<file path="src/rtl/hex_display_bank_if.sv">
// Bundle of controller-side inputs, ROM port and digit outputs for hex_display_bank.
interface hex_display_bank_if #(
    parameter int NUM_DIGITS = 4,
    parameter int ADDR_W     = 6
);
    logic [1:0]              mode;
    logic                    prompt_is_pass;
    logic [3:0]              prompt_index;
    logic [3:0]              switch_val;
    logic [2:0]              msg_code;
    logic                    next_pulse;
    logic [ADDR_W-1:0]       rom_addr;
    logic [4*NUM_DIGITS-1:0] rom_data;
    logic [7*NUM_DIGITS-1:0] seg_out;
    logic                    busy;

    modport master (
        output mode, prompt_is_pass, prompt_index, switch_val, msg_code, next_pulse, rom_data,
        input  rom_addr, seg_out, busy
    );

    modport slave (
        input  mode, prompt_is_pass, prompt_index, switch_val, msg_code, next_pulse, rom_data,
        output rom_addr, seg_out, busy
    );
endinterface

</file>
<file path="src/rtl/hex_display_bank.sv">
// Registered driver for a bank of active-low seven-segment digits: blank, prompt,
// message and ROM-record browsing modes.
module hex_display_bank #(
    parameter int NUM_DIGITS      = 4,
    parameter int NUM_ENTRIES     = 6,
    parameter int ADDR_W          = 6,
    parameter int ROM_LATENCY     = 2,
    parameter int AUTO_ADV_CYCLES = 0
) (
    input  logic clk,
    input  logic rst,
    hex_display_bank_if.slave bus
);
    localparam int CW = (ROM_LATENCY > 1) ? $clog2(ROM_LATENCY) : 1;
    localparam int TW = (AUTO_ADV_CYCLES > 1) ? $clog2(AUTO_ADV_CYCLES) : 1;
    localparam logic [CW-1:0]     CNT_LAST   = CW'(ROM_LATENCY - 1);
    localparam logic [TW-1:0]     TIMER_LAST = TW'((AUTO_ADV_CYCLES > 0) ? AUTO_ADV_CYCLES - 1 : 0);
    localparam logic [ADDR_W-1:0] ADDR_LAST  = ADDR_W'(NUM_ENTRIES - 1);
    localparam bit                AUTO_EN    = (AUTO_ADV_CYCLES > 0);

    localparam logic [6:0] G_OFF = 7'b1111111;
    localparam logic [6:0] G_U = 7'b1000001, G_P = 7'b0001100, G_F = 7'b0001110;
    localparam logic [6:0] G_I = 7'b1111001, G_S = 7'b0010010, G_H = 7'b0001001;
    localparam logic [6:0] G_B = 7'b0000011, G_O = 7'b1000000, G_T = 7'b0000111;
    localparam logic [6:0] G_L = 7'b1000111, G_E = 7'b0000110, G_D = 7'b0100001;
    localparam logic [6:0] G_N = 7'b0101011;

    typedef enum logic [1:0] {IDLE, FETCH, SHOW} state_t;

    state_t                  state;
    logic [CW-1:0]           cnt;
    logic [TW-1:0]           timer;
    logic [ADDR_W-1:0]       addr_q;
    logic [7*NUM_DIGITS-1:0] seg_q;
    logic                    busy_q;
    logic [7*NUM_DIGITS-1:0] static_glyphs;
    logic [7*NUM_DIGITS-1:0] rom_glyphs;
    logic                    auto_fire;

    function automatic logic [6:0] hex_glyph(input logic [3:0] v);
        case (v)
            4'h0: hex_glyph = 7'b1000000;
            4'h1: hex_glyph = 7'b1111001;
            4'h2: hex_glyph = 7'b0100100;
            4'h3: hex_glyph = 7'b0110000;
            4'h4: hex_glyph = 7'b0011001;
            4'h5: hex_glyph = 7'b0010010;
            4'h6: hex_glyph = 7'b0000010;
            4'h7: hex_glyph = 7'b1111000;
            4'h8: hex_glyph = 7'b0000000;
            4'h9: hex_glyph = 7'b0010000;
            4'hA: hex_glyph = 7'b0001000;
            4'hB: hex_glyph = 7'b0000011;
            4'hC: hex_glyph = 7'b1000110;
            4'hD: hex_glyph = 7'b0100001;
            4'hE: hex_glyph = 7'b0000110;
            default: hex_glyph = 7'b0001110;
        endcase
    endfunction

    function automatic logic [27:0] message_word(input logic [2:0] code);
        case (code)
            3'd1:    message_word = {G_F, G_I, G_S, G_H};
            3'd2:    message_word = {G_B, G_O, G_O, G_T};
            3'd3:    message_word = {G_L, G_O, G_S, G_E};
            3'd4:    message_word = {G_D, G_O, G_N, G_E};
            default: message_word = {4{G_OFF}};
        endcase
    endfunction

    // Display contents for the non-browse modes; only the low four digits are ever lit.
    always_comb begin
        static_glyphs = '1;
        case (bus.mode)
            2'd1: begin
                static_glyphs[7*3 +: 7] = bus.prompt_is_pass ? G_P : G_U;
                static_glyphs[7*2 +: 7] = hex_glyph(bus.prompt_index);
                static_glyphs[6:0]      = hex_glyph(bus.switch_val);
            end
            2'd2:    static_glyphs[27:0] = message_word(bus.msg_code);
            default: ;
        endcase
    end

    always_comb begin
        rom_glyphs = '1;
        for (int k = 0; k < NUM_DIGITS; k++) begin
            rom_glyphs[7*k +: 7] = hex_glyph(bus.rom_data[4*k +: 4]);
        end
    end

    assign auto_fire = AUTO_EN && (timer == TIMER_LAST);

    // Leaving browse mode at any point aborts the fetch; the pending record is never captured.
    always_ff @(posedge clk) begin
        if (rst) begin
            state  <= IDLE;
            cnt    <= '0;
            timer  <= '0;
            addr_q <= '0;
            seg_q  <= '1;
            busy_q <= 1'b0;
        end else if (bus.mode != 2'd3) begin
            state  <= IDLE;
            cnt    <= '0;
            timer  <= '0;
            seg_q  <= static_glyphs;
            busy_q <= 1'b0;
        end else begin
            case (state)
                IDLE: begin
                    addr_q <= '0;
                    cnt    <= '0;
                    timer  <= '0;
                    seg_q  <= '1;
                    busy_q <= 1'b1;
                    state  <= FETCH;
                end
                FETCH: begin
                    timer <= '0;
                    if (cnt == CNT_LAST) begin
                        seg_q  <= rom_glyphs;
                        busy_q <= 1'b0;
                        state  <= SHOW;
                    end else begin
                        cnt <= cnt + 1'b1;
                    end
                end
                SHOW: begin
                    if (bus.next_pulse || auto_fire) begin
                        addr_q <= (addr_q == ADDR_LAST) ? '0 : addr_q + 1'b1;
                        cnt    <= '0;
                        timer  <= '0;
                        busy_q <= 1'b1;
                        state  <= FETCH;
                    end else begin
                        timer <= timer + 1'b1;
                    end
                end
                default: state <= IDLE;
            endcase
        end
    end

    assign bus.rom_addr = addr_q;
    assign bus.seg_out  = seg_q;
    assign bus.busy     = busy_q;
endmodule

</file>
<file path="src/flat_wrapper.sv">
// flat-port wrapper written by rule: the top's interface ports become plain ports
module hex_display_bank_flat 
#(
    parameter int NUM_DIGITS      = 4,
    parameter int NUM_ENTRIES     = 6,
    parameter int ADDR_W          = 6,
    parameter int ROM_LATENCY     = 2,
    parameter int AUTO_ADV_CYCLES = 0
)
  (clk, rst, bus_mode, bus_prompt_is_pass, bus_prompt_index, bus_switch_val, bus_msg_code, bus_next_pulse, bus_rom_data, bus_rom_addr, bus_seg_out, bus_busy);
  hex_display_bank_if #(.NUM_DIGITS(NUM_DIGITS), .ADDR_W(ADDR_W)) bus_i ();
  input  logic clk;
  input  logic rst;
  input wire logic [$bits(bus_i.mode)-1:0] bus_mode;
  input wire logic [$bits(bus_i.prompt_is_pass)-1:0] bus_prompt_is_pass;
  input wire logic [$bits(bus_i.prompt_index)-1:0] bus_prompt_index;
  input wire logic [$bits(bus_i.switch_val)-1:0] bus_switch_val;
  input wire logic [$bits(bus_i.msg_code)-1:0] bus_msg_code;
  input wire logic [$bits(bus_i.next_pulse)-1:0] bus_next_pulse;
  input wire logic [$bits(bus_i.rom_data)-1:0] bus_rom_data;
  output wire logic [$bits(bus_i.rom_addr)-1:0] bus_rom_addr;
  output wire logic [$bits(bus_i.seg_out)-1:0] bus_seg_out;
  output wire logic [$bits(bus_i.busy)-1:0] bus_busy;
  assign bus_i.mode = bus_mode;
  assign bus_i.prompt_is_pass = bus_prompt_is_pass;
  assign bus_i.prompt_index = bus_prompt_index;
  assign bus_i.switch_val = bus_switch_val;
  assign bus_i.msg_code = bus_msg_code;
  assign bus_i.next_pulse = bus_next_pulse;
  assign bus_i.rom_data = bus_rom_data;
  assign bus_rom_addr = bus_i.rom_addr;
  assign bus_seg_out = bus_i.seg_out;
  assign bus_busy = bus_i.busy;
  hex_display_bank #(.NUM_DIGITS(NUM_DIGITS), .NUM_ENTRIES(NUM_ENTRIES), .ADDR_W(ADDR_W), .ROM_LATENCY(ROM_LATENCY), .AUTO_ADV_CYCLES(AUTO_ADV_CYCLES)) u_core (.clk(clk), .rst(rst), .bus(bus_i));
endmodule
</file>
<file path="config.mk">
export PLATFORM = sky130hd
export DESIGN_NAME = hex_display_bank_flat
export DESIGN_NICKNAME = d
export VERILOG_FILES = /design/src/rtl/hex_display_bank_if.sv /design/src/rtl/hex_display_bank.sv /design/src/flat_wrapper.sv
export SDC_FILE = /design/constraint.sdc
export NUM_CORES = 1
export LEC_CHECK = 0
export ABC_AREA = 1
export BUFFER_PORTS_ARGS = -buffer_cell sky130_fd_sc_hd__clkbuf_2
export CORE_ASPECT_RATIO = 0.7
export CORE_MARGIN = 2
export CORE_UTILIZATION = 30
export CTS_BUF_LIST = sky130_fd_sc_hd__clkbuf_4
export CTS_CLUSTER_DIAMETER = 150
export DETAILED_ROUTE_END_ITERATION = 8
export PLACE_DENSITY = 0.53
export SYNTH_ARGS = -nofsm -noshare
export SYNTH_HDL_FRONTEND = slang
export SYNTH_SLANG_ARGS = --single-unit
</file>
<file path="constraint.sdc">
create_clock -name clk -period 1.3 [get_ports clk]
set_input_delay 0.065 -clock clk [delete_from_list [all_inputs] [get_ports clk]]
set_output_delay 0.065 -clock clk [all_outputs]
set_load 0.1 [all_outputs]
</file>
==> flow_metrics.tcl, run 1 <==
set metrics [dict create \
    leakagePower_nw 2.33 \
    clkSinkCount 38 \
    cp.arrival_ps 1710 \
    final_common_cell "nand2_1" \
    synthCells 566 \
    path_clk_slew_ps 140 \
    switching_power_mw 1.59 \
    grt_pass1_vias 3523 \
    reg2reg_from "u_core.state[1]$_SDFFE_PP0P_" \
    drtPass1Iterations 5 \
    yosysUniqueCellTypes 31 \
    seqPwrFrac_pct 33.1 \
    fin_cells 846 \
    hold_violations 0 \
    clockBufferDepth 2 \
    gr-total-overflow 0 \
    p_int_mw 2.25 \
    rows 33 \
    status "finished, violations left" \
    crit_start "u_core.state[1]$_SDFFE_PP0P_" \
    die_area_mm2 0.0127 \
    crit_type "flop to flop" \
    antenna_found_initial 0 \
    placedCellCount 825 \
    fin_skew_ps 15.8 \
    path_common_cell "nand2_1" \
    ys_seq_area_share_pct 21.6 \
    die_y_um 94.7 \
    syn-num-nets 642 \
    cts_root_buf "clkbuf_4" \
    post-route-period-util_pct 106 \
    avgSynthCellArea_um2 6.23 \
    finalWeightedCongestion 0.888 \
    grt_max_degree 21 \
    clkLatencyLatePin_ps 370 \
    crit_chain "inv_4 -> nand2_4 -> inv_4 -> nand2_4 -> a21oi_4 -> buf_4 -> nand2_1 -> nand2_1 -> a21oi_2 -> nand2_1" \
    start_util_pct 30.4 \
    numPortBuffers 67 \
    critPathMaxFanout 7 \
    post-route-min-period_ps 1380 \
    crit_family "flip-flops" \
    slowest_delay_ps 380 \
    rsz0062_at_grt "true" \
    violations "negative setup slack" \
    ant_nets 0 \
    cts_made_buffers 5 \
    vias 4037 \
    groute.usage.overall_pct 17.4 \
    n_antenna_cell 0 \
    powerDensity_mw_per_mm2 812 \
    synth_area_mm2 0.00353 \
    p_sw_share_pct 41.5 \
    crit_path_start_kind "flop" \
    finalCoreUtilization_pct 40.8 \
    hold_class "input port to flop" \
    dpl.hpwl_um 9020 \
    finalMaxSlewViolations 0 \
    cpMaxStageDelayCell "dfxtp_4" \
    layout-drive-gt1-share_pct 25.3 \
    synth_seq_cells 38 \
    routedWlPerCell_um 13.3 \
    drtIter0Drc 350 \
    grt_pass1_wl_um 17700 \
    viasPerCell 4.77 \
    setup_slack_ps -82.2 \
    required_ps 1630 \
    drc_errors 0 \
    max_cap_viol_count 0 \
    h-tree-depth 2 \
    cts_tree "yes" \
    critPathBufInv 3 \
    ir_drop_mv 0.414 \
    drt_wl_total_um 11300 \
    max_freq_mhz 723 \
    boundaryPins 68 \
    end_kind "flop" \
    min_from "bus_msg_code[2]" \
    clkPwrFrac_pct 27.9 \
    syn_to_final_growth_pct 34.3 \
    layout.nets 764 \
    layout_common_cells "nand2_1, nand3_1, buf_4, inv_1, ha_1" \
    final-setup-viol-count 26 \
    slew_headroom_pct 63.9 \
    die_w_um 134 \
    coreArea_mm2 0.0116 \
    combPwrFrac_pct 39.0 \
    worst_slew_pin_slew_ps 544 \
    yosys_warnings 0 \
]
timing repair:
action                                  CTS  global route
pin swaps                                 2             7
hold buffers                              2             0
endpoints found under the setup margin   31            44
gates resized for setup                  20            33
cloned                                    0             1
hold endpoints to repair                  3             0
buffers inserted                          2             8
registers in the layout (all words and copies together) (netlist names):
name / count
u_core.state: 2
u_core.bus.busy: 1
u_core.bus.rom_addr: 6
u_core.bus.seg_out: 28
u_core.cnt: 1
synth_stat cells:
| library cell | count | area share, % |
|---|---|---|
| nand2_1 | 171 | 18 |
| nand3_1 | 78 | 11 |
| inv_1 | 63 | 6.7 |
| ha_1 | 43 | 15 |
| o21ai_0 | 39 | 5.5 |
| a21oi_1 | 38 | 5.4 |
| dfxtp_1 | 38 | 22 |
| nor2_1 | 25 | 2.7 |
| o211ai_1 | 18 | 3.8 |
| buf_2 | 9 | 1.3 |
| clkbuf_1 | 7 | 0.75 |
| nor3_1 | 7 | 0.99 |
| buf_6 | 3 | 0.96 |
| o21a_1 | 3 | 0.64 |
| a31oi_1 | 2 | 0.35 |
| buf_4 | 2 | 0.43 |
| clkinv_1 | 2 | 0.21 |
| inv_2 | 2 | 0.21 |
| inv_4 | 2 | 0.35 |
| nand2_4 | 2 | 0.64 |
| nand4_1 | 2 | 0.35 |
| a211oi_1 | 1 | 0.21 |
| a21oi_2 | 1 | 0.25 |
| a21oi_4 | 1 | 0.46 |
| and3_1 | 1 | 0.18 |
| nand3_2 | 1 | 0.28 |
| nand3b_1 | 1 | 0.21 |
| nor2_4 | 1 | 0.32 |
| nor3b_1 | 1 | 0.21 |
| o21bai_1 | 1 | 0.21 |
| o311ai_0 | 1 | 0.25 |
power groups by stage:
| stage | Combinational [mW] | Clock (mW) | Sequential, mW |
|---|---|---|---|
| after detailed placement | 1.45 | 0 | 1.30 |
| after global placement | 1.45 | 0 | 1.30 |
| after CTS | 1.48 | 1.10 | 1.27 |
| after floorplan | 0.538 | 0 | 1.77 |
| after global routing | 1.63 | 1.14 | 1.28 |
| final | 1.50 | 1.07 | 1.27 |
stage by stage:
stage	power [mW]	setup TNS (ps)	instance area, um2	hold slack [ps]	setup slack (ps)
after floorplan	2.31	-13.3	3550	259	-13.3
final	3.84	-1050	4730	92.3	-82.2
after CTS	3.85	-155	4610	80.3	-28.5
after global routing	4.05	-3810	4730	117	-177
after global placement	2.75	-383	4430	390	-110
after detailed placement	2.75	-307	4430	393	-86.0
tightest hold or removal path, stage by stage:
cell and delay, ps:
clkbuf_2 110, nand3_1 90, a31oi_1 90, nand3_1 80
worst paths after layout:
| check | endpoint | slack (ps) | cells past startpoint |
|---|---|---|---|
| setup / recovery | u_core.bus.seg_out[18]$_SDFFE_PP1P_ | -80 | 10 |
| hold / removal | u_core.bus.seg_out[22]$_SDFFE_PP1P_ | 90 | 4 |
| setup reg to reg | u_core.bus.seg_out[18]$_SDFFE_PP1P_ | -80 | 10 |
| hold reg to reg | u_core.bus.seg_out[26]$_SDFFE_PP1P_ | 480 | 2 |
area by class of cell:
type	count	area (um2)
sequential	38	785
inverter	69	264
multi-input combinational	438	2440
clock buffer	5	37.5
fill	1223	6870
timing repair buffer	136	946
tap	157	196
clock inverter	3	68.8
cell families (layout without fill, tap and decap cells):
group | after synthesis | after routing | synth area share (%)
AO/OA/AOI/OAI | 105 | 105 | 17.1
adder cells (fa/ha/maj) | 43 | 43 | 15.3
buffers and inverters | 90 | 213 | 10.9
flip-flops | 38 | 38 | 21.6
AND/OR/NAND/NOR | 290 | 290 | 35.1
metal layers:
layer | track usage [%] | routed length (um)
met5 | 0 | 0
met3 | 3.06 | 637
met1 | 27.0 | 6020
met4 | 2.66 | 72
met2 | 25.3 | 4550
Note: power is estimated with default switching activity, not from simulation.
==> inputs of run 2 (changes only) <==
- RECOVER_POWER: unset -> 50
==> flow_metrics.tcl, run 2 (synthesis results as in run 1) <==
set metrics [dict create \
    status "finished, violations left" \
    violations "negative setup slack" \
    max_cap_viol_count 0 \
    rsz0062_at_grt "true" \
    path_clk_slew_ps 140 \
    grt_pass1_wl_um 17700 \
    numPortBuffers 67 \
    viasPerCell 4.78 \
    path_common_cell "nand2_1" \
    cp.arrival_ps 1700 \
    boundaryPins 68 \
    fin_total_pwr_mw 3.84 \
    post_dp_cell_area_mm2 0.00443 \
    post-route-min-period_ps 1380 \
    tns_ps -932 \
    fin_skew_ps 15.6 \
    drt_wl_total_um 11300 \
    rows 33 \
    fill_cells 1225 \
    powerDensity_mw_per_mm2 812 \
    n_antenna_cell 0 \
    layout_common_cells "nand2_1, nand3_1, inv_1, buf_4, ha_1" \
    slew_headroom_pct 63.9 \
    post-route-period-util_pct 106 \
    die_w_um 134 \
    vias 4048 \
    final-setup-viol-count 25 \
    clkSinkCount 38 \
    h-tree-depth 2 \
    clockBufferDepth 2 \
    grt_max_degree 21 \
    die_area_mm2 0.0127 \
    hold_class "input port to flop" \
    ant_nets 0 \
    slowest_delay_ps 380 \
    routedWlPerCell_um 13.3 \
    clkLatencyLatePin_ps 370 \
    cts_tree "yes" \
    leakagePower_nw 2.33 \
    max_freq_mhz 726 \
    cts_root_buf "clkbuf_4" \
    die_y_um 94.7 \
    antenna_found_initial 0 \
    finalWeightedCongestion 0.888 \
    syn_to_final_growth_pct 34.1 \
    dpl.hpwl_um 9020 \
    start_util_pct 30.4 \
    layout-drive-gt1-share_pct 25.0 \
    drtPass1Iterations 5 \
    crit_chain "inv_4 -> nand2_4 -> inv_4 -> nand2_4 -> a21oi_4 -> buf_4 -> nand2_1 -> nand2_1 -> a21oi_2 -> nand2_1" \
    critPathMaxFanout 7 \
    gr-total-overflow 0 \
    grt_pass1_vias 3523 \
    ir_drop_mv 0.412 \
    hold_violations 0 \
    groute.usage.overall_pct 17.4 \
    crit_type "flop to flop" \
    required_ps 1630 \
    worst_slew_pin_slew_ps 544 \
    seq_area_um2 783 \
    coreArea_mm2 0.0116 \
    drtIter0Drc 351 \
    multi_input_area_mm2 0.00244 \
    setup_slack_ps -77.2 \
    end_kind "flop" \
    final_common_cell "nand2_1" \
    cpMaxStageDelayCell "dfxtp_4" \
    layout.nets 764 \
    cts_made_buffers 5 \
    crit_path_start_kind "flop" \
    final_area_mm2 0.00473 \
    largest_register_ffs 28 \
    finalMaxSlewViolations 0 \
    drc_errors 0 \
]
==> run 2: stage by stage <==
stage / utilization (%) / cells / setup slack [ps] / hold WS, ps
final: 40.8 / 846 / -77.2 / 92.6
after global routing: 40.8 / 846 / -177 / 117
after CTS: 39.8 / 837 / -28.5 / 80.3
after detailed placement: 38.1 / 825 / -86.0 / 393
after global placement: 38.1 / 825 / -110 / 390
after floorplan: - / 566 / -13.3 / 259
==> run 2: final cells by class <==
type,count,area share (%)
Inverter,69,5.58
Clock buffer,5,0.794
Clock inverter,3,1.46
Multi-Input combinational cell,438,51.5
Timing Repair Buffer,136,19.9
Tap cell,157,4.15
Sequential cell,38,16.6
==> run 2: final timing paths <==
| path | startpoint | endpoint | slack, ps | cells after the start |
|---|---|---|---|---|
| min | bus_msg_code[2] | u_core.bus.seg_out[22]$_SDFFE_PP1P_ | 90 | 4 |
| min reg2reg | u_core.bus.seg_out[26]$_SDFFE_PP1P_ | u_core.bus.seg_out[26]$_SDFFE_PP1P_ | 480 | 2 |
| max reg2reg | u_core.state[1]$_SDFFE_PP0P_ | u_core.bus.seg_out[18]$_SDFFE_PP1P_ | -80 | 10 |
| max | u_core.state[1]$_SDFFE_PP0P_ | u_core.bus.seg_out[18]$_SDFFE_PP1P_ | -80 | 10 |
==> run 2: critical path, delay by kind of cell (launching register included) <==
kind	cells	cell delay, ps
flops	1	380
buf+inv	3	330
simple gates	5	310
compound gates	2	310
==> run 2: power by group <==
part	switching [mW]	internal [mW]
clock network	0.473	0.601
registers	0.0492	1.22
logic	1.07	0.424
==> run 2: routing by layer <==
metal / share of wire [%] / global-route usage, % / wire length (um) / vias up
met5: 0 / 0 / 0 / -
met4: 0.64 / 2.66 / 72 / 0
met3: 5.8 / 3.06 / 658 / 7
met2: 40 / 25.3 / 4540 / 114
met1: 53 / 27.0 / 6010 / 1826
li1: - / - / - / 2101
==> run 2: timing repair <==
action / 4_1_cts / 5_1_grt
buffers inserted: 2 / 8
hold buffers: 2 / 0
endpoints found under the setup margin: 31 / 44
hold endpoints to repair: 3 / 0
pin swaps: 2 / 7
cloned: 0 / 1
gates resized for setup: 20 / 33
==> inputs of run 3 (changes only) <==
- CORE_ASPECT_RATIO: 0.7 -> 1.25
- CORE_UTILIZATION: 30 -> 50
- PLACE_DENSITY: 0.53 -> 0.79
==> flow_metrics.tcl, run 3 (synthesis results as in run 1) <==
set metrics [dict create \
    post-route-period-util_pct 100 \
    cts_root_buf "clkbuf_4" \
    cts_made_buffers 5 \
    combPwrFrac_pct 40.0 \
    slew_headroom_pct 63.5 \
    drtIter0Drc 213 \
    fill_cells 658 \
    grt_pass1_vias 3606 \
    fin_cells 742 \
    use_met2_pct 44.1 \
    violations "negative setup slack" \
    viasPerCell 5.36 \
    dpl.hpwl_um 7570 \
    slowest_delay_ps 360 \
    cpMaxStageDelayCell "dfxtp_2" \
    syn_to_final_growth_pct 21.4 \
    use_met1_pct 29.3 \
    final_common_cell "nand2_1" \
    finalMaxSlewViolations 0 \
    post-route-min-period_ps 1300 \
    crit_chain "inv_4 -> nand2_8 -> clkinv_8 -> nand2_8 -> a21oi_4 -> buf_12 -> nand2_1 -> nand2_1 -> o21bai_1" \
    end_kind "flop" \
    crit_path_start_kind "flop" \
    groute.usage.overall_pct 24.4 \
    ant_nets 0 \
    final-setup-viol-count 1 \
    drt_wl_total_um 9470 \
    met3_usage_pct 3.05 \
    leakagePower_nw 2.13 \
    rsz0062_at_grt "true" \
    numPortBuffers 67 \
    drc_errors 0 \
    boundaryPins 68 \
    layout-drive-gt1-share_pct 20.7 \
    crit_type "flop to flop" \
    hold_violations 0 \
    critPathBufInv 3 \
    path_clk_slew_ps 120 \
    finalWeightedCongestion 0.927 \
    post_dp_cell_area_mm2 0.00408 \
    die_area_mm2 0.00774 \
    max_freq_mhz 769 \
    crit_start "u_core.state[1]$_SDFFE_PP0P_" \
    reg2reg_from "u_core.state[1]$_SDFFE_PP0P_" \
    gr-total-overflow 0 \
    hold_slack_ps 32.9 \
    powerDensity_mw_per_mm2 802 \
    placedCellCount 728 \
    coreArea_mm2 0.00689 \
    crit_family "flip-flops" \
    worst_slew_pin_slew_ps 550 \
    hold_class "input port to flop" \
    routedWlPerCell_um 12.8 \
    fin_skew_ps 14.6 \
    switching_power_mw 1.47 \
    status "finished, violations left" \
    final_area_mm2 0.00428 \
    clkSinkCount 38 \
    required_ps 1590 \
    die_y_um 97.9 \
    grt_max_degree 23 \
    setup_slack_ps -0.280 \
    largest_register_ffs 28 \
    cp.arrival_ps 1590 \
    clkLatencyLatePin_ps 350 \
    p_sw_share_pct 42.7 \
    max_cap_viol_count 0 \
    die_w_um 79.1 \
    h-tree-depth 2 \
    start_util_pct 51.2 \
    antenna_found_initial 0 \
    rows 34 \
    cts_tree "yes" \
    busiest_layer "met2" \
    ir_drop_mv 0.547 \
    finalCoreUtilization_pct 62.1 \
    clkPwrFrac_pct 23.1 \
    critPathMaxFanout 22 \
    p_int_mw 1.97 \
    n_antenna_cell 0 \
    layout_common_cells "nand2_1, nand3_1, clkbuf_2, inv_1, ha_1" \
    drtPass1Iterations 5 \
    vias 3979 \
    min_from "rst" \
    seqPwrFrac_pct 37.0 \
    clockBufferDepth 2 \
    grt_pass1_wl_um 15600 \
    layout.nets 727 \
]
[run 3: layout make-up]
cell class                      count  area (um2)  area share (%)
Sequential cell                    38         783            18.3
Timing Repair Buffer               99         602            14.1
Clock buffer                        5        37.5           0.877
Clock inverter                      3        40.0           0.935
Inverter                           69         279            6.52
Tap cell                           90         113            2.63
Multi-Input combinational cell    438        2430            56.7
[run 3: through the flow]
step	TNS [ps]	setup WS, ps	total power [mW]
floorplan	-13.3	-13.3	2.31
global placement	0	30.9	2.62
detailed placement	-16.9	-11.2	2.63
CTS	0	5.78	3.41
global route	-738	-78.0	3.63
finish	-0.280	-0.280	3.43
[run 3: worst paths after layout]
| path | to | slack [ps] | cells after the start |
|---|---|---|---|
| min reg2reg | u_core.bus.seg_out[27]$_SDFFE_PP1P_ | 490 | 2 |
| max | u_core.bus.seg_out[13]$_SDFFE_PP1P_ | -0.3 | 9 |
| min | u_core.bus.rom_addr[4]$_SDFFE_PP0P_ | 30 | 3 |
| max reg2reg | u_core.bus.seg_out[13]$_SDFFE_PP1P_ | -0.3 | 9 |
[run 3: timing repair]
| action | 4_1_cts | 5_1_grt |
|---|---|---|
| endpoints found under the hold margin | 1 | 0 |
| setup buffers | 0 | 5 |
| gates resized for setup | 5 | 22 |
| hold buffers | 1 | 0 |
| setup endpoints to repair | 11 | 29 |
[run 3: worst reg2reg max path, cell delays in order (launching register included)]
cell	delay, ps
dfxtp_2	360
inv_4	80
nand2_8	70
clkinv_8	70
nand2_8	50
a21oi_4	190
buf_12	180
nand2_1	70
nand2_1	60
o21bai_1	110
[run 3: power groups by stage]
stage                     Clock [mW]  Combinational, mW  Sequential (mW)
after floorplan                    0              0.538             1.77
after global placement             0               1.32             1.29
after detailed placement           0               1.34             1.29
after CTS                      0.795               1.35             1.27
after global routing           0.856               1.50             1.28
final                          0.792               1.37             1.27
[run 3: per-layer routing]
metal  up-vias  routed length, um
met3        19                433
met4         0                248
met2       135               4830
met1      1796               3960
li1       2029                  -
met5         -                  0
